--- config.mk ---
export PLATFORM = sky130hd
export DESIGN_NAME = accum4bit
export DESIGN_NICKNAME = d
export VERILOG_FILES = /design/src/rtl/accum4bit.sv
export SDC_FILE = /design/constraint.sdc
export NUM_CORES = 1
export LEC_CHECK = 0
export CAP_MARGIN = 20
export CORE_ASPECT_RATIO = 0.75
export CORE_MARGIN = 5
export CORE_UTILIZATION = 45
export DETAILED_ROUTE_END_ITERATION = 7
export PLACE_DENSITY = 0.76
export REMOVE_ABC_BUFFERS = 1
export SLEW_MARGIN = 20
export SYNTH_ARGS = -nofsm -noshare
export SYNTH_HDL_FRONTEND = slang
export SYNTH_SLANG_ARGS = --single-unit
--- constraint.sdc ---
create_clock -name clk -period 1.9 [get_ports clk]
set_input_delay 0.19 -clock clk [delete_from_list [all_inputs] [get_ports clk]]
set_output_delay 0.19 -clock clk [all_outputs]
set_load 0.01 [all_outputs]
--- src/rtl/accum4bit.sv ---
// accum4bit: folds N_SAMPLES 4-bit operands (each with a carry-in) into a running
// sum through the upstream 4-bit adder, then offers the result over a valid/ready port.

module fulladd4 (
  input  logic [3:0] a,
  input  logic [3:0] b,
  input  logic       cin,
  output logic [3:0] s,
  output logic       cout
);
  assign {cout, s} = {1'b0, a} + {1'b0, b} + {4'b0000, cin};
endmodule

module accum4bit #(
  parameter int N_SAMPLES = 4,
  parameter int CNT_W     = 4,
  parameter bit SATURATE  = 1'b0
) (
  input  logic             clk,
  input  logic             rst,
  input  logic             start,
  input  logic             in_valid,
  output logic             in_ready,
  input  logic [3:0]       in_data,
  input  logic             in_cin,
  output logic             out_valid,
  input  logic             out_ready,
  output logic [3:0]       sum,
  output logic             ovf_sticky,
  output logic [CNT_W-1:0] ovf_count,
  output logic             busy
);

  typedef enum logic [1:0] {IDLE, ACCUM, DONE} state_t;

  localparam logic [CNT_W-1:0] LAST_IDX = CNT_W'(N_SAMPLES - 1);
  localparam logic [CNT_W-1:0] CNT_ONE  = CNT_W'(1);

  state_t           state;
  state_t           state_nxt;
  logic [CNT_W-1:0] count;
  logic [3:0]       add_s;
  logic             add_c;
  logic             accept;
  logic             last;

  // The adder always sees the current accumulator; its result is only kept on an accept.
  fulladd4 u_add (
    .a    (sum),
    .b    (in_data),
    .cin  (in_cin),
    .s    (add_s),
    .cout (add_c)
  );

  assign accept = (state == ACCUM) && in_valid;
  assign last   = (count == LAST_IDX);

  // NOTE: sequential state uses non-blocking assignments so every register
  // samples pre-edge values regardless of process ordering.
  always_ff @(posedge clk) begin
    if (rst) state <= IDLE;
    else     state <= state_nxt;
  end

  // NOTE: state_nxt gets a default before the case so no path leaves it
  // unassigned, which would otherwise infer a latch.
  always_comb begin
    state_nxt = state;
    unique case (state)
      IDLE:    if (start)           state_nxt = ACCUM;
      ACCUM:   if (accept && last)  state_nxt = DONE;
      DONE:    if (out_ready)       state_nxt = IDLE;
      default:                      state_nxt = IDLE;
    endcase
  end

  always_ff @(posedge clk) begin
    if (rst) begin
      sum        <= 4'h0;
      ovf_sticky <= 1'b0;
      ovf_count  <= '0;
      count      <= '0;
    end else if (state == IDLE && start) begin
      sum        <= 4'h0;
      ovf_sticky <= 1'b0;
      ovf_count  <= '0;
      count      <= '0;
    end else if (accept) begin
      sum   <= (SATURATE && add_c) ? 4'hF : add_s;
      count <= count + CNT_ONE;
      if (add_c) begin
        ovf_sticky <= 1'b1;
        if (ovf_count != '1) ovf_count <= ovf_count + CNT_ONE;
      end
    end
  end

  assign in_ready  = (state == ACCUM);
  assign out_valid = (state == DONE);
  assign busy      = (state != IDLE);

endmodule

==> results by group <==
Floorplanning
  • Core area: 0.00171 mm2
  • Die area: 0.00271 mm2
  • Die Span Y: 46.4 um
  • Rows: 13
  • DIE WIDTH: 58.5 um
  • I/O Pins: 22
  • Initial Utilization: 46.4%

Clocking
  • Root buffer cell: clkbuf_4
  • Post-CTS setup buffers: 0
  • Clock-pin slew on the worst setup and hold paths: 90 ps
  • Number of buffers created by CTS: 3
  • Clock tree buffer depth: 2
  • # hold bufs at CTS: 0
  • H-tree depth: 1
  • CTS tree: done
  • CTS sink count: 15
  • Worst-Skew Late Latency: 280 ps

Finish
  • Fin area: 0.00110 mm2
  • # diodes: 0
  • Layout area overhead: 38.5%
  • Cell Count, Final, Fillers Out: 135
  • Nets: 131
  • Commonest non-fill, non-tap cell in the layout: clkdlybuf4s50_1
  • Most frequent cells in the layout: clkdlybuf4s50_1, dfxtp_1, nor2_1
  • Layout cells sized above 1: 14.2%

Power and ir drop
  • Worst VDD drop: 0.441 mV
  • P_leak: 0.423 nW
  • Sw frac: 25.8%
  • Int Pwr: 0.461 mW
  • PwrDens: 565 mW/mm2
  • Sw power: 0.160 mW
  • Flop pwr share: 52.6%
  • Power share of the clock group: 29.5%
  • Combinational Power Share: 17.9%

Placement
  • Port Buffers: 21
  • Placed Cells: 131
  • Dpl cell area: 0.00105 mm2
  • Final HPWL DP: 1450 um
  • Final GP Congestion: 0.858

Routing
  • Post-route DRC: 0
  • DR iter-0 viols: 19
  • Via count: 740
  • Routed WL per cell: 14.1 um
  • Total wire length: 1910 um
  • Drt pass-1 iters: 4
  • Vias per cell: 5.48
  • Post-DRT Antenna Nets: 0

Synth
  • Asr flop ratio synth: 0%
  • Yosys top cell by area: dfxtp_1
  • Synthesized area per cell: 9.22 um2
  • YS warnings: 0
  • Synth unique cells: 35
  • Ys flop type: dfxtp_1
  • EDFF count, synth: 0
  • Sequential share of the synthesized area: 37.9%
  • Post-synthesis instance area: 793 um2
  • Top post-synthesis cells by area: dfxtp_1, ha_1, fa_1, a21oi_1, nor2_1
  • Synthesis-stage register bit count: 15
  • Synth top area share: 37.9%
  • Mapped Cells: 86

Worst hold path
  • Worst hold path class: register to register
  • Worst hold path depth: 2

Job
  • Max-cap viol count: 0

Timing
  • Worst-margin pin slew: 495 ps
  • Pins Over Slew Limit: 0
  • Relative slew margins: 67.0%
  • Setup repair after global routing missed its margin: false
  • Hold Fails Final Rpt: 0
  • Period utilization: 96.6%
  • Fmax: 0.545 GHz
  • Tmin final: 1840 ps
  • Final setup viols: 0
  • Clock skew: 3.63 ps

Status
  • Status: complete, no violations

Global routing
  • Initial antenna violation count: 0
  • Total gr overflow: 0
  • Tot GR Track Use: 15.7%
  • Number of global-route vias before repair: 694
  • First-pass GRT wire length: 3120 um
  • Largest net degree at the start of global routing: 14

Critical path
  • CP required: 2120 ps
  • Critical path launch point type: primary input
  • WS Path Type: primary input to register
  • R2r setup slk: 130 ps
  • Crit path max fanout: 4
  • Crit end category: register
  • Critical path arrival: 2050 ps
  • R2R depth: 7
-- logic make-up (layout without fill, tap and decap cells) --
group | count (synthesis) | in the layout | share of synthesized area, %
buffers and inverters | 7 | 34 | 3.79
xor gates and xnor gates | 4 | 4 | 4.42
adders and majority gates | 7 | 7 | 12.9
muxes | 1 | 1 | 1.26
AOI/OAI and AO/OA | 19 | 19 | 17.8
DFF | 15 | 15 | 37.9
and+or+nand+nor | 33 | 33 | 21.9
-- registers in the layout (all words and copies together) (netlist names) --
signal	flops
count	4
sum	4
ovf_sticky	1
ovf_count	4
state	2
-- synth_stat cells, drive strengths merged, types with 2 or more instances --
cell type and instances:
nand3 3, nand4 2, nor2b 2, dfxtp 15, a21oi 7, nor3 2, o21ai 3, fa 2
nand2 7, o311ai 2, xnor2 2, inv 5, ha 5, xor2 2, nor2 9
-- layer usage --
layer | up-vias | GRT usage [%] | share of wire (%)
li1 | 366 | - | -
met2 | 26 | 28.3 | 46
met3 | 6 | 5.60 | 6.1
met4 | 0 | 5.56 | 1.6
met1 | 342 | 17.2 | 46
met5 | - | 0 | 0
-- power groups by stage --
stage | Combinational, mW | Clock (mW) | Sequential, mW
6_report | 0.111 | 0.183 | 0.327
5_1_grt | 0.121 | 0.204 | 0.328
4_1_cts | 0.108 | 0.187 | 0.326
3_5_place_dp | 0.105 | 0 | 0.334
3_3_place_gp | 0.103 | 0 | 0.333
2_1_floorplan | 0.0499 | 0 | 0.334
-- final timing paths --
check | from | end
setup / recovery | in_data[0] | ovf_count[2]
hold reg to reg | count[1] | count[1]
hold / removal | count[1] | count[1]
setup reg to reg | sum[0] | ovf_count[2]
-- stage by stage --
step | hold slack, ps | power, mW | setup TNS (ps) | utilization, % | setup slack [ps]
floorplan | 262 | 0.384 | 0 | - | 69.4
global placement | 463 | 0.436 | -941 | 61.5 | -244
detailed placement | 471 | 0.439 | -1320 | 61.5 | -335
CTS | 482 | 0.622 | 0 | 63.6 | 24.2
global route | 515 | 0.654 | 0 | 64.3 | 4.81
finish | 479 | 0.621 | 0 | 64.3 | 64.2
-- area by class of cell --
cell class                      instances  area (um2)
Fill cell                             157         609
Multi-Input combinational cell         64         484
Sequential cell                        15         302
Timing Repair Buffer                   25         240
Tap cell                               22        27.5
Clock buffer                            4        26.3
Inverter                                5        18.8
-- repair_timing --
item,in CTS,in global routing
gates resized for setup,2,4
setup endpoints to repair,1,3
endpoints found under the hold margin,0,0
pin swaps,0,2
-- worst max-delay path, stage by stage --
cell and delay [ps]:
clkdlybuf4s50_1 440, fa_2 400, inv_1 80, fa_2 230
nor2b_4 50, o311a_1 330, and4b_1 210, nor3_1 110
Note: power is estimated with default switching activity, not from simulation.
